`src/rtl/router_pkg.sv`:
```
// Shared defaults and types for the router destination port.
// The optional timeout flush is enabled by defining SOFT_RST_TIMEOUT_EN.
package router_pkg;

    localparam int unsigned WIDTH   = 8;
    localparam int unsigned DEPTH   = 16;
    localparam int unsigned ADDR_W  = $clog2(DEPTH);
    localparam int unsigned TIMEOUT = 30;

    // One buffered byte plus its packet-header tag.
    typedef struct packed {
        logic             hdr;
        logic [WIDTH-1:0] data;
    } fifo_entry_t;

    // Elaboration-time helper for parameter sanity checks.
    function automatic bit is_pow2(input int unsigned v);
        return (v != 0) && ((v & (v - 1)) == 0);
    endfunction

endpackage

```
`src/rtl/dst_fifo_ram.sv`:
```
// Storage array for the destination FIFO: one synchronous write port,
// one asynchronous read port. No reset; contents are qualified by the pointers.
module dst_fifo_ram #(
    parameter int unsigned DEPTH   = 16,
    parameter int unsigned ADDR_W  = $clog2(DEPTH),
    parameter type         entry_t = router_pkg::fifo_entry_t
) (
    input  logic              clock,
    input  logic              wr_en,
    input  logic [ADDR_W-1:0] wr_addr,
    input  entry_t            wr_data,
    input  logic [ADDR_W-1:0] rd_addr,
    output entry_t            rd_data
);
    import router_pkg::*;

    entry_t mem [DEPTH];

    // Write the addressed entry on the clock edge.
    always_ff @(posedge clock) begin
        if (wr_en) begin
            mem[wr_addr] <= wr_data;
        end
    end

    assign rd_data = mem[rd_addr];

endmodule

```
`src/rtl/router_modport.sv`:
```
// Destination-side output port of the packet router: buffers bytes from the
// router core and hands them to one consumer over vld_out/read_enb/data_out.
// Define SOFT_RST_TIMEOUT_EN to flush the FIFO when vld_out goes unserviced
// for TIMEOUT consecutive cycles; otherwise soft_reset is tied low.
module router_modport #(
    parameter int unsigned WIDTH   = router_pkg::WIDTH,
    parameter int unsigned DEPTH   = router_pkg::DEPTH,
    parameter int unsigned TIMEOUT = router_pkg::TIMEOUT
) (
    input  logic             clock,
    input  logic             reset,
    input  logic             write_enb,
    input  logic [WIDTH-1:0] data_in,
    input  logic             lfd_state,
    input  logic             read_enb,
    output logic [WIDTH-1:0] data_out,
    output logic             vld_out,
    output logic             full,
    output logic             empty,
    output logic             soft_reset
);
    import router_pkg::*;

    localparam int unsigned AW = $clog2(DEPTH);

    typedef struct packed {
        logic             hdr;
        logic [WIDTH-1:0] data;
    } entry_t;

    if (!is_pow2(DEPTH) || DEPTH < 2) begin : g_bad_depth
        $error("router_modport: DEPTH must be a power of two >= 2");
    end
    if (TIMEOUT < 2) begin : g_bad_timeout
        $error("router_modport: TIMEOUT must be >= 2");
    end

    // Pointers carry one extra MSB as a wrap flag to separate full from empty.
    logic [AW:0]      wr_ptr_q, wr_ptr_d;
    logic [AW:0]      rd_ptr_q, rd_ptr_d;
    logic [WIDTH-1:0] data_out_q, data_out_d;
    logic             do_wr, do_rd, flush;
    entry_t           wr_entry, rd_entry;
    logic             unused_hdr;

    assign empty    = (wr_ptr_q == rd_ptr_q);
    assign full     = (wr_ptr_q[AW] != rd_ptr_q[AW]) &&
                      (wr_ptr_q[AW-1:0] == rd_ptr_q[AW-1:0]);
    assign vld_out  = !empty;
    assign data_out = data_out_q;

    assign wr_entry   = '{hdr: lfd_state, data: data_in};
    // The header tag is kept in storage for the core; the consumer only sees the byte.
    assign unused_hdr = rd_entry.hdr;

`ifdef SOFT_RST_TIMEOUT_EN
    localparam int unsigned      CNT_W   = $clog2(TIMEOUT + 1);
    localparam logic [CNT_W-1:0] CntLast = CNT_W'(TIMEOUT - 1);

    logic [CNT_W-1:0] cnt_q, cnt_d;

    // Count consecutive unserviced cycles; fire on the one that would reach TIMEOUT.
    always_comb begin
        flush = vld_out && !read_enb && (cnt_q == CntLast);
        cnt_d = cnt_q;
        if (empty || read_enb || flush) begin
            cnt_d = '0;
        end else begin
            cnt_d = cnt_q + CNT_W'(1);
        end
    end

    // Timeout counter register.
    always_ff @(posedge clock) begin
        if (reset) begin
            cnt_q <= '0;
        end else begin
            cnt_q <= cnt_d;
        end
    end

    assign soft_reset = flush;
`else
    assign flush      = 1'b0;
    assign soft_reset = 1'b0;
`endif

    // Pointer and output-byte next state; a flush overrides both ports.
    always_comb begin
        do_wr      = write_enb && !full && !flush;
        do_rd      = read_enb && !empty && !flush;
        wr_ptr_d   = wr_ptr_q;
        rd_ptr_d   = rd_ptr_q;
        data_out_d = data_out_q;
        if (flush) begin
            wr_ptr_d = '0;
            rd_ptr_d = '0;
        end else begin
            if (do_wr) begin
                wr_ptr_d = wr_ptr_q + (AW+1)'(1);
            end
            if (do_rd) begin
                rd_ptr_d   = rd_ptr_q + (AW+1)'(1);
                data_out_d = rd_entry.data;
            end
        end
    end

    // Pointer and registered output-byte state.
    always_ff @(posedge clock) begin
        if (reset) begin
            wr_ptr_q   <= '0;
            rd_ptr_q   <= '0;
            data_out_q <= '0;
        end else begin
            wr_ptr_q   <= wr_ptr_d;
            rd_ptr_q   <= rd_ptr_d;
            data_out_q <= data_out_d;
        end
    end

    dst_fifo_ram #(
        .DEPTH   (DEPTH),
        .ADDR_W  (AW),
        .entry_t (entry_t)
    ) u_ram (
        .clock   (clock),
        .wr_en   (do_wr),
        .wr_addr (wr_ptr_q[AW-1:0]),
        .wr_data (wr_entry),
        .rd_addr (rd_ptr_q[AW-1:0]),
        .rd_data (rd_entry)
    );

endmodule

```
`config.mk`:
```
export PLATFORM = sky130hd
export DESIGN_NAME = router_modport
export DESIGN_NICKNAME = d
export VERILOG_FILES = /design/src/rtl/router_pkg.sv /design/src/rtl/dst_fifo_ram.sv /design/src/rtl/router_modport.sv
export SDC_FILE = /design/constraint.sdc
export NUM_CORES = 1
export LEC_CHECK = 0
export CAP_MARGIN = 20
export CORE_AREA = 2 2 123 95
export CTS_CLUSTER_DIAMETER = 30
export CTS_CLUSTER_SIZE = 25
export DETAILED_ROUTE_END_ITERATION = 12
export DIE_AREA = 0 0 125 97
export GPL_TIMING_DRIVEN = 1
export HOLD_SLACK_MARGIN = 0.08
export PLACE_DENSITY_LB_ADDON = 0.1
export RECOVER_POWER = 50
export REMOVE_ABC_BUFFERS = 1
export SLEW_MARGIN = 20
export SYNTH_ARGS = -nofsm -noshare
export SYNTH_HDL_FRONTEND = slang
export SYNTH_SLANG_ARGS = --single-unit
```
`constraint.sdc`:
```
create_clock -name clock -period 5.6 [get_ports clock]
set_input_delay 1.12 -clock clock [delete_from_list [all_inputs] [get_ports clock]]
set_output_delay 1.12 -clock clock [all_outputs]
set_load 0.01 [all_outputs]
```
==> flow_summary.json, run 1 <==
{
  "clock_sinks": 146,
  "die-area_um2": 12100,
  "rsz0062_at_grt": "no",
  "hpwl_um": 7140,
  "slew_violations": 31,
  "post-route-period-util": 0.797,
  "synth_area_per_cell_um2": 17.6,
  "viasPerCell": 6.05,
  "gp_congestion": 0.768,
  "ios": 25,
  "critPathRequiredTime_ns": 4.48,
  "grt_pass1_wl_um": 18300,
  "path_clk_slew_ns": 0.06,
  "ir_drop_v": 0.000229,
  "crit_type": "reg -> out",
  "die_h_um": 97,
  "overflow": 0,
  "placementRows": 33,
  "dr_total_vias": 3104,
  "ys_ff_latch": 146,
  "drive_gt1_frac": 0.166,
  "cts_tree": "yes",
  "worstPathMaxFanout": 30,
  "drcViolationCount": 0,
  "clock.fmax_mhz": 224,
  "synth_edf_count": 128,
  "synthCells": 337,
  "ant_nets": 0,
  "nFillCells": 767,
  "clk_path_buf_depth": 2,
  "wl_um": 11900,
  "final_common_cell": "edfxtp_1",
  "powerDensity_nw_per_um2": 382,
  "drt-initial-drc-count": 273,
  "synth.area.top_cells": "edfxtp_1, mux4_1, dfxtp_1, mux4_2, mux2_2",
  "grt_start_max_net_pins": 52,
  "place_area_um2": 6240,
  "min_path_type": "reg -> reg",
  "timing.hold.ws_ns": 0.487,
  "diodes": 0,
  "leakagePower_uw": 0.00223,
  "final_area_um2": 6790,
  "ys.flop_type": "edfxtp_1",
  "portBuffers": 22,
  "cts.hold.buffers_added": 0,
  "tightestPinTransition_ns": 1.83,
  "async_flop_share": 0,
  "htree_num_levels": 4,
  "endpoint_kind": "output pin",
  "finalSetupViolCount": 0,
  "post_cts_resized": 0,
  "synth.largest_area_cell": "edfxtp_1",
  "worstPathArrival_ns": 3.34,
  "nets": 379,
  "antenna_found_initial": 0,
  "firstDrtPassIters": 5,
  "wire_per_inst_um": 23.3,
  "violations": "max-capacitance violations, max-slew violations",
  "startpoint_type": "register",
  "grt_pass1_vias": 3037,
  "synthDistinctLibCells": 37,
  "netlist_area_um2": 5940,
  "multiInputGateArea_um2": 1590,
  "numCtsBuffers": 17,
  "post_cts_buffers": 0,
  "final_cell_mix": "edfxtp_1, nor2_1, nor3_1, clkbuf_16, dfxtp_1",
  "syn_to_final_growth_pct": 14.4,
  "run_status": "complete, but fails checks",
  "final_hold_viol_count": 0,
  "yosysWarnings": 0,
  "min_period_ns": 4.46,
  "clock-root-buffer": "clkbuf_16",
  "setup_tns_ns": 0,
  "relSlewSlack": -0.221,
  "die_x_um": 125,
  "seqCellArea_um2": 4210,
  "initial_core_util": 0.549,
  "yosysTopAreaCellShare": 0.647,
  "core_area_um2": 10800,
  "grt_usage": 0.210,
  "seq_area_frac_synth": 0.708,
  "skew_ns": 0.0102,
  "insertion_delay_ns": 0.41,
  "cap_violations": 1
}
-- logic make-up after synthesis --
family | Yosys count | synth area share
AOI/OAI and AO/OA | 33 | 0.0411
xor gates and xnor gates | 13 | 0.0192
adders and majority gates | 5 | 0.0105
buffers and inverters | 24 | 0.0232
DFF | 146 | 0.708
muxes | 42 | 0.134
other | 1 | 0.000631
and+or+nand+nor | 73 | 0.0638
-- state kept, by name, indices dropped and copies added, names as in the netlist --
name and flops:
u_ram.mem 128, data_out 8, rd_ptr_q 5, wr_ptr_q 5
-- critical path, stage by stage (launching register included) --
cell and delay [ns]:
dfxtp_1 1.55, xnor2_1 0.24, and4_1 0.40, nand2_1 0.12, inv_1 0.08, clkdlybuf4s50_1 0.53
-- worst paths after layout --
check,slack (ns),to,start,depth (start not counted)
worst max-delay path,1.14,empty,rd_ptr_q[1],5
worst min-delay path,0.49,data_out[7],data_out[7],2
worst max register to register,1.39,u_ram.mem[12][0],rd_ptr_q[1],4
worst min register to register,0.49,data_out[7],data_out[7],2
-- synthesized netlist by cell type (5+ instances only) --
cell      count
mux4_1       14
clkbuf_1      7
a211oi_1     16
dfxtp_1      18
nor2b_1      13
buf_2         7
xnor2_1      10
o22ai_1       8
edfxtp_1    128
nor3_1       17
mux4_2       10
nor2_1       19
ha_1          5
mux2_2       16
and3_1       12
-- per-layer routing --
| metal | wire (um) | part of all wire | up-vias | GRT usage |
|---|---|---|---|---|
| met5 | 0 | 0 | - | 0 |
| met4 | 42 | 0.0035 | 0 | 0.0504 |
| met3 | 793 | 0.066 | 4 | 0.0658 |
| met2 | 5420 | 0.45 | 113 | 0.301 |
| met1 | 5680 | 0.48 | 1596 | 0.316 |
| li1 | - | - | 1391 | - |
-- report_power, final --
part / total [uW] / switching, uW / leakage, uW / internal [uW]
Combinational: 271 / 152 / 0.000659 / 119
Sequential: 1240 / 25.2 / 0.00130 / 1210
Clock: 1080 / 433 / 0.000266 / 650
-- metrics by stage --
| stage | util | std cells | total power, uW | setup WS (ns) |
|---|---|---|---|---|
| final | 0.628 | 513 | 2590 | 1.14 |
| after global routing | 0.628 | 513 | 2680 | 0.852 |
| after CTS | 0.629 | 513 | 2610 | 1.66 |
| after detailed placement | 0.577 | 482 | 1540 | 2.12 |
| after global placement | 0.577 | 482 | 1530 | 2.11 |
| after floorplan | - | 316 | 1410 | 2.36 |
-- cell type report --
class                   instances  area share
clock buffers                  17      0.0626
clock inverters                14      0.0204
repair buffers                 26      0.0368
well taps                     140      0.0258
inverters                       3     0.00166
multi-input cells             167       0.234
flip-flops and latches        146       0.619
Power figures use the tool's default switching activity.
==> inputs of run 2 (changes only) <==
==> constraint.sdc (replaced) <==
create_clock -name clock -period 4.5 [get_ports clock]
set_input_delay 0.9 -clock clock [delete_from_list [all_inputs] [get_ports clock]]
set_output_delay 0.9 -clock clock [all_outputs]
set_load 0.01 [all_outputs]
==> run 2 against run 1 <==
  * The run ends with max-capacitance violations left
  * Flip-flop and latch count unchanged
  * Largest power group is now clock
  * Power increased by 32%
  * Critical endpoint unchanged
  * Non-clock buffer count increased by 2
  * Highest routed layer unchanged
==> flow_summary.json, run 2 (synthesis results as in run 1) <==
{
  "swShare": 0.213,
  "grt_pass1_wl_um": 18000,
  "ir_drop_v": 0.000299,
  "clock.fmax_mhz": 312,
  "worstPathArrival_ns": 2.31,
  "endpoint_kind": "output pin",
  "clkPwrFrac": 0.449,
  "final_area_um2": 6880,
  "dp_slack_ns": 1.64,
  "worstPathMaxFanout": 22,
  "ios": 25,
  "dr_total_vias": 2983,
  "portBuffers": 22,
  "critPathLaunch": "rd_ptr_q[0]",
  "min_to": "data_out[3]",
  "path_delay_family": "buffers and inverters",
  "clock-root-buffer": "clkbuf_16",
  "p_int_uw": 2690,
  "placementRows": 33,
  "min_path_type": "reg -> reg",
  "setup_tns_ns": 0,
  "numCtsBuffers": 17,
  "critPathRequiredTime_ns": 3.60,
  "syn_to_final_growth_pct": 15.9,
  "seqCellArea_um2": 4210,
  "post-route-period-util": 0.712,
  "firstDrtPassIters": 4,
  "final_cell_mix": "edfxtp_1, nor2_1, nor3_1, clkbuf_16",
  "antenna_found_initial": 0,
  "grt_usage": 0.205,
  "clk_path_buf_depth": 2,
  "largest_register_ffs": 128,
  "viasPerCell": 5.79,
  "tightestPinTransition_ns": 1.47,
  "place_area_um2": 6260,
  "combPwrFrac": 0.104,
  "r2r_start": "rd_ptr_q[0]",
  "cts_tree": "yes",
  "startpoint_type": "register",
  "grt_pass1_vias": 3039,
  "core_area_um2": 10800,
  "nets": 381,
  "cp_num_buf_inv": 3,
  "clock_sinks": 146,
  "p_seq_frac": 0.447,
  "rr_worst_depth": 5,
  "power.switching_uw": 729,
  "multiInputGateArea_um2": 1580,
  "drt-initial-drc-count": 224,
  "grt_start_max_net_pins": 52,
  "rsz0062_at_grt": "no",
  "path_cells": "buf_4 > xnor2_1 > and4_1 > nand2_1 > inv_1 > clkdlybuf4s50_1",
  "violations": "max-capacitance violations",
  "critPathMaxStageDelay_ns": 0.53,
  "overflow": 0,
  "worstReg2RegEnd": "u_ram.mem[0][1]",
  "gp_congestion": 0.732,
  "die_x_um": 125,
  "insertion_delay_ns": 0.41,
  "hpwl_um": 7030,
  "wire_per_inst_um": 22.4,
  "nFillCells": 758,
  "post_cts_buffers": 0,
  "ant_nets": 0,
  "final_common_cell": "edfxtp_1",
  "initial_core_util": 0.549,
  "crit_type": "reg -> out",
  "run_status": "complete, but fails checks",
  "drcViolationCount": 0,
  "finalSetupViolCount": 0,
  "wl_um": 11500,
  "powerDensity_nw_per_um2": 497,
  "slew_violations": 0,
  "top_register": "u_ram.mem",
  "fin_ws_ns": 1.29,
  "drive_gt1_frac": 0.165,
  "die_h_um": 97,
  "use_met3": 0.0564,
  "cap_violations": 1,
  "top_usage_layer": "met1",
  "die-area_um2": 12100,
  "skew_ns": 0.00964,
  "setup.reg_to_reg.worst_slack_ns": 1.32,
  "path_clk_slew_ns": 0.06,
  "whs_path_depth": 2,
  "hold_start": "data_out[3]",
  "htree_num_levels": 4,
  "critPathSlowestCell": "clkdlybuf4s50_1",
  "diodes": 0,
  "leakagePower_uw": 0.00227,
  "relSlewSlack": 0.00899,
  "met2_usage": 0.297,
  "timing.hold.ws_ns": 0.491,
  "post_cts_resized": 0,
  "final_hold_viol_count": 0,
  "grt_util_met1": 0.302,
  "min_period_ns": 3.21,
  "cts.hold.buffers_added": 0
}
==> run 2: worst max-delay path by stage <==
stage / slack [ns] / cells past startpoint / to
after global placement: 1.68 / 6 / empty
after detailed placement: 1.64 / 6 / empty
after floorplan: 1.48 / 4 / empty
after global routing: 1.01 / 5 / u_ram.mem[0][1]
final: 1.29 / 6 / empty
after CTS: 1.17 / 6 / empty
==> run 2: metrics by stage <==
stage / cells / utilization / total power, uW
2_1_floorplan: 316 / - / 1760
3_3_place_gp: 484 / 0.578 / 1910
3_5_place_dp: 484 / 0.578 / 1920
4_1_cts: 515 / 0.638 / 3450
5_1_grt: 515 / 0.636 / 3540
6_report: 515 / 0.636 / 3420
==> run 2: area by class of cell <==
cell class              instances  share of cell area
well taps                     140              0.0255
clock buffers                  18              0.0624
multi-input cells             167               0.230
flip-flops and latches        146               0.611
repair buffers                 28              0.0380
clock inverters                13              0.0313
inverters                       3             0.00164
==> run 2: metal layers <==
| metal | vias to the layer above | wire (um) |
|---|---|---|
| met1 | 1496 | 5460 |
| met5 | - | 0 |
| li1 | 1392 | - |
| met2 | 87 | 5230 |
| met4 | 0 | 79 |
| met3 | 8 | 780 |
==> run 2: power groups by stage <==
stage	clock [uW]	sequential (uW)	combinational, uW
2_1_floorplan	0	1580	174
3_3_place_gp	0	1550	358
3_5_place_dp	0	1560	363
4_1_cts	1560	1530	368
5_1_grt	1620	1530	387
6_report	1540	1530	356
==> run 2: tightest hold or removal path: stages (launching register included) <==
cell and delay [ns]:
dfxtp_1 0.30, nor2_1 0.09, nor3_1 0.05
==> inputs of run 3 (changes only) <==
==> constraint.sdc (replaced) <==
create_clock -name clock -period 3 [get_ports clock]
set_input_delay 0.6 -clock clock [delete_from_list [all_inputs] [get_ports clock]]
set_output_delay 0.6 -clock clock [all_outputs]
set_load 0.01 [all_outputs]
==> run 3 against run 2 <==
  * The run now ends clean
  * Flip-flop and latch count unchanged
  * Core utilization about the same
  * Sequential power increased by 50%
  * Worst hold slack got worse by 0.0028 ns
  * Clock skew increased by 0.0034 ns
  * Critical path depth decreased by 1
  * Via count increased by 0.30%
  * Critical path type unchanged
  * Combinational power increased by 52%
  * Clock power increased by 34%
==> flow_summary.json, run 3 (synthesis results as in run 1) <==
{
  "run_status": "finished clean",
  "post_cts_buffers": 0,
  "slew_violations": 0,
  "hold_start": "data_out[0]",
  "antenna_found_initial": 1,
  "rsz0062_at_grt": "no",
  "drive_gt1_frac": 0.177,
  "skew_ns": 0.0130,
  "viasPerCell": 5.76,
  "final_cell_mix": "edfxtp_1, nor2_1, nor3_1, clkbuf_16",
  "wl_um": 11300,
  "die_x_um": 125,
  "numCtsBuffers": 17,
  "leakagePower_uw": 0.00226,
  "cts_tree": "yes",
  "clock.fmax_mhz": 355,
  "tightestPinTransition_ns": 0.674,
  "cp_num_buf_inv": 2,
  "grt_pass1_wl_um": 17700,
  "crit_type": "reg -> out",
  "startpoint_type": "register",
  "die-area_um2": 12100,
  "gp_congestion": 0.740,
  "worstPathArrival_ns": 2.21,
  "grt_pass1_vias": 3062,
  "wire_per_inst_um": 21.7,
  "worstReg2RegEnd": "data_out[2]",
  "endpoint_kind": "output pin",
  "nets": 384,
  "clock_sinks": 146,
  "placementRows": 33,
  "ant_nets": 0,
  "critPathRequiredTime_ns": 2.40,
  "fin_ws_ns": 0.186,
  "firstDrtPassIters": 4,
  "min_period_ns": 2.81,
  "initial_core_util": 0.549,
  "relSlewSlack": 0.549,
  "worstPathMaxFanout": 8,
  "grt_start_max_net_pins": 52,
  "setup.reg_to_reg.worst_slack_ns": 0.74,
  "critPathMaxStageDelay_ns": 0.55,
  "min_path_type": "reg -> reg",
  "powerDensity_nw_per_um2": 713,
  "drcViolationCount": 0,
  "largest_register_ffs": 128,
  "rr_worst_depth": 6,
  "dp_slack_ns": 0.529,
  "die_h_um": 97,
  "fin_util": 0.636,
  "overflow": 0,
  "final_area_um2": 6880,
  "ir_drop_v": 0.000527,
  "final_common_cell": "edfxtp_1",
  "htree_num_levels": 4,
  "critPathSlowestCell": "clkdlybuf4s50_1",
  "core_area_um2": 10800,
  "clk_path_buf_depth": 2,
  "path_delay_family": "buffers and inverters",
  "clock-root-buffer": "clkbuf_16",
  "finalSetupViolCount": 0,
  "power.total_uw": 4910,
  "cap_violations": 0,
  "drt-initial-drc-count": 232,
  "dr_total_vias": 2992,
  "ios": 25,
  "portBuffers": 22,
  "hpwl_um": 7130,
  "top_register": "u_ram.mem",
  "r2r_start": "rd_ptr_q[1]",
  "grt_usage": 0.199,
  "setup_tns_ns": 0,
  "syn_to_final_growth_pct": 15.8,
  "insertion_delay_ns": 0.41,
  "post-route-period-util": 0.938,
  "path_clk_slew_ns": 0.05,
  "final_hold_viol_count": 0,
  "place_area_um2": 6300,
  "min_to": "data_out[0]",
  "path_cells": "xnor2_1 > and4_2 > nand2_1 > inv_1 > clkdlybuf4s50_1",
  "whs_path_depth": 2
}
[run 3: cell types whose count changed in the layout (fill, tap and decap cells not counted)]
cell	previous run	this run
clkinvlp_4	1	2
inv_6	0	1
a21boi_2	0	1
and4_1	1	0
a21boi_4	0	1
clkinv_1	2	1
buf_4	5	6
buf_12	0	2
and4_2	0	1
bufinv_16	6	3
clkbuf_1	2	4
a21boi_0	2	0
diode_2	0	1
[run 3: metal layers]
layer | global-route usage | routed length (um) | vias up
li1 | - | - | 1396
met1 | 0.293 | 5410 | 1507
met2 | 0.288 | 5090 | 81
met3 | 0.0570 | 664 | 8
met4 | 0.0632 | 119 | 0
met5 | 0 | 0 | -
[run 3: metrics by stage]
| stage | instances | hold WS (ns) |
|---|---|---|
| 2_1_floorplan | 316 | 0.510 |
| 3_3_place_gp | 487 | 0.482 |
| 3_5_place_dp | 487 | 0.480 |
| 4_1_cts | 518 | 0.491 |
| 5_1_grt | 519 | 0.529 |
| 6_report | 519 | 0.488 |
[run 3: power by group]
group | switching, uW | internal, uW
clock | 774 | 1300
combinational | 304 | 238
sequential | 28.5 | 2270
[run 3: worst min-delay path, stage by stage, from the launching register on]
cell     delay (ns)
dfxtp_1        0.30
nor2_1         0.10
nor3_1         0.04
[run 3: repair_timing]
item	in CTS	in global routing
resized for setup	0	1
hold buffers	0	0
endpoints found under the setup margin	0	1
[run 3: worst max path at each step]
stage	startpoint	to	slack (ns)	depth (start not counted)
after floorplan	rd_ptr_q[2]	u_ram.mem[3][0]	0.21	4
after global placement	write_enb	u_ram.mem[0][6]	0.56	3
after detailed placement	wr_ptr_q[2]	empty	0.53	5
after CTS	wr_ptr_q[2]	empty	0.09	5
after global routing	wr_ptr_q[2]	empty	0.08	5
final	wr_ptr_q[2]	empty	0.19	5
[run 3: layout make-up]
| class | count | area (um2) |
|---|---|---|
| Antenna cell | 1 | 2.50 |
| Clock buffer | 20 | 437 |
| Clock inverter | 11 | 138 |
| Fill cell | 774 | 3940 |
| Inverter | 3 | 11.3 |
| Multi-Input combinational cell | 167 | 1600 |
| Sequential cell | 146 | 4210 |
| Tap cell | 140 | 175 |
| Timing Repair Buffer | 31 | 309 |
==> patch, RTL diff (config.mk and constraints of run 3) <==
Add a define of `SOFT_RST_TIMEOUT_EN`.
--- a/src/rtl/router_modport.sv
+++ b/src/rtl/router_modport.sv
@@ -3,4 +3,6 @@
 // Define SOFT_RST_TIMEOUT_EN to flush the FIFO when vld_out goes unserviced
 // for TIMEOUT consecutive cycles; otherwise soft_reset is tied low.
+`define SOFT_RST_TIMEOUT_EN
+
 module router_modport #(
     parameter int unsigned WIDTH   = router_pkg::WIDTH,
Function: no difference found for any inputs over 10 cycles, from zero or initial values and one cycle with reset high; that may be too few to reach the edited logic, so the function may still have changed.
==> patch against run 3 <==
Design area up 3.7%; synthesized cell count down 0.30%; via count up 2.0%; sequential cell count up 5; maximum frequency down 1.9%; global-route usage up 0.60 points; core utilization up 2.3 points; final cell count up 2.3%; routed wire length up 4.0%; setup slack worse by 55 ps; synthesized area up 2.1%; total power up 6.3%.
==> patch: results <==
[timing]
final.setup_skew_ps = 9.05
maxSlewHeadroom_pct = 45.0
whs_ps = 456

[cells_and_area]
n_antenna_cell = 0
finalNetCount = 398
clkCellAreaFrac_pct = 8.83
buf_share_pct = 5.02
seq-cell-share_pct = 60.4
buffers_excl_clock = 40
final.clkbuf_count = 17
n_fill_cell = 745
footprint_of_the_multi_input_gates_mm2 = 0.00164
post_route_cells_drive_above_1_share_pct = 23.5
largest_register = "u_ram.mem"
n_multi_input_combinational_cell = 162
non_filler_cell_area_final_mm2 = 0.00713
non_clock_inverter_count = 6

[placed_design]
place_area_mm2 = 0.00649
post-dp-hpwl_um = 7360
port_buffers = 23
final_replace_weighted_congestion = 0.750

[power]
cellLeakagePower_nw = 2.40
ir_worst_vdd_mv = 0.532

[global_route]
grt_pass1_vias = 3168
wire_length_of_the_first_global_routing_pass_um = 18000
maximum_number_of_pins_on_one_net_before_global_route_repair = 36
antenna_found_initial = 0
grt.total_usage_pct = 20.5

[min_path]
hold_path_startpoint = "data_out[5]$_SDFFE_PP0P_"
worst_hold_depth = 2
hold_path_end = "data_out[5]$_SDFFE_PP0P_"

[yosys]
synth.lib_cells_used.distinct = 34
area_share_of_xor_xnor_cells_in_the_synthesized_design_pct = 2.70
synth-adder-area-share_pct = 1.44
synthTopCellsByCount = "sky130_fd_sc_hd__edfxtp_1, sky130_fd_sc_hd__mux4_2, sky130_fd_sc_hd__dfxtp_1, sky130_fd_sc_hd__nor2_1, sky130_fd_sc_hd__a22oi_1"
synth.area.mux_share_pct = 12.2
synth-seq-area-share_pct = 71.0
synth_compound_area_share_pct = 4.99
synth_area_leaders = "sky130_fd_sc_hd__edfxtp_1, sky130_fd_sc_hd__mux4_2, sky130_fd_sc_hd__dfxtp_1, sky130_fd_sc_hd__a22oi_1, sky130_fd_sc_hd__ha_1"

[critical_path]
worstPathMaxFanout = 7
r2r_slack_ps = 380
crit_arrival_ps = 2270
depth_of_the_worst_register_to_register_path = 7
timing.rr.start = "rd_ptr_q[2]$_SDFFE_PP0P_"
timing.rr.end = "u_ram.mem[5][5]$_DFFE_PP_"

[clock_network]
cts.repair.resized = 0
htree_levels = 4
tritoncts_num_sinks = 151

[routing]
wl_um = 11700
initialDrtViolationCount = 230
vias_per_cell = 5.75

[outcome]
result_of_the_run = "finished clean"
## patch: cell types whose count changed in the layout (fill, tap and decap cells not counted), moves of 13 or more
cell and delta:
sky130_fd_sc_hd__nor3_1 -15, sky130_fd_sc_hd__a22oi_1 +16, sky130_fd_sc_hd__mux4_2 +21, sky130_fd_sc_hd__a211oi_1 -16
sky130_fd_sc_hd__mux2_2 -16, sky130_fd_sc_hd__mux4_1 -13
## patch: metrics by stage
| step | total power, mW | utilization, % | instances | worst slack (ps) |
|---|---|---|---|---|
| 2_1_floorplan | 2.80 | - | 319 | -393 |
| 3_3_place_gp | 3.02 | 60.0 | 499 | 480 |
| 3_5_place_dp | 3.03 | 60.0 | 499 | 451 |
| 4_1_cts | 5.25 | 65.8 | 531 | 10.3 |
| 5_1_grt | 5.39 | 65.9 | 531 | 18.8 |
| 6_report | 5.22 | 65.9 | 531 | 132 |
## patch: worst max-delay path by stage
stage / slack, ps / end / cells after the start / from
3_5_place_dp: 450 / u_ram.mem[13][3]$_DFFE_PP_ / 5 / read_enb
5_1_grt: 20 / empty / 5 / rd_ptr_q[2]$_SDFFE_PP0P_
2_1_floorplan: -390 / u_ram.mem[10][0]$_DFFE_PP_ / 5 / rd_ptr_q[0]$_SDFFE_PP0P_
4_1_cts: 10 / soft_reset / 5 / rd_ptr_q[4]$_SDFFE_PP0P_
6_report: 130 / empty / 5 / rd_ptr_q[2]$_SDFFE_PP0P_
3_3_place_gp: 480 / u_ram.mem[12][5]$_DFFE_PP_ / 5 / read_enb
## patch: kinds of logic after synthesis
kind of cell             count (synthesis)
buffers and inverters                   23
adder cells (fa/ha/maj)                  7
AND/OR/NAND/NOR                         62
flip-flops                             151
multiplexers                            33
XOR/XNOR                                17
AO/OA/AOI/OAI                           43
## patch: per-layer routing
metal | share of wire [%] | vias to the layer above | routed length [µm] | global-route usage (%)
met2 | 48 | 97 | 5620 | 31.9
met1 | 43 | 1528 | 5040 | 28.6
met5 | 0 | - | 0 | 0
li1 | - | 1415 | - | -
met4 | 1.0 | 0 | 121 | 7.69
met3 | 8.2 | 12 | 958 | 4.59
## patch: where the power goes
part           total (mW)  internal, mW  switching, mW
clock                2.24          1.35          0.889
sequential           2.35          2.33         0.0276
combinational       0.626         0.304          0.322
## patch: worst max-delay path, stage by stage, from the launching register on
cell	delay (ps)
sky130_fd_sc_hd__dfxtp_1	450
sky130_fd_sc_hd__xnor2_1	150
sky130_fd_sc_hd__nand4_1	290
sky130_fd_sc_hd__or2_4	360
sky130_fd_sc_hd__inv_1	80
sky130_fd_sc_hd__clkdlybuf4s50_1	540
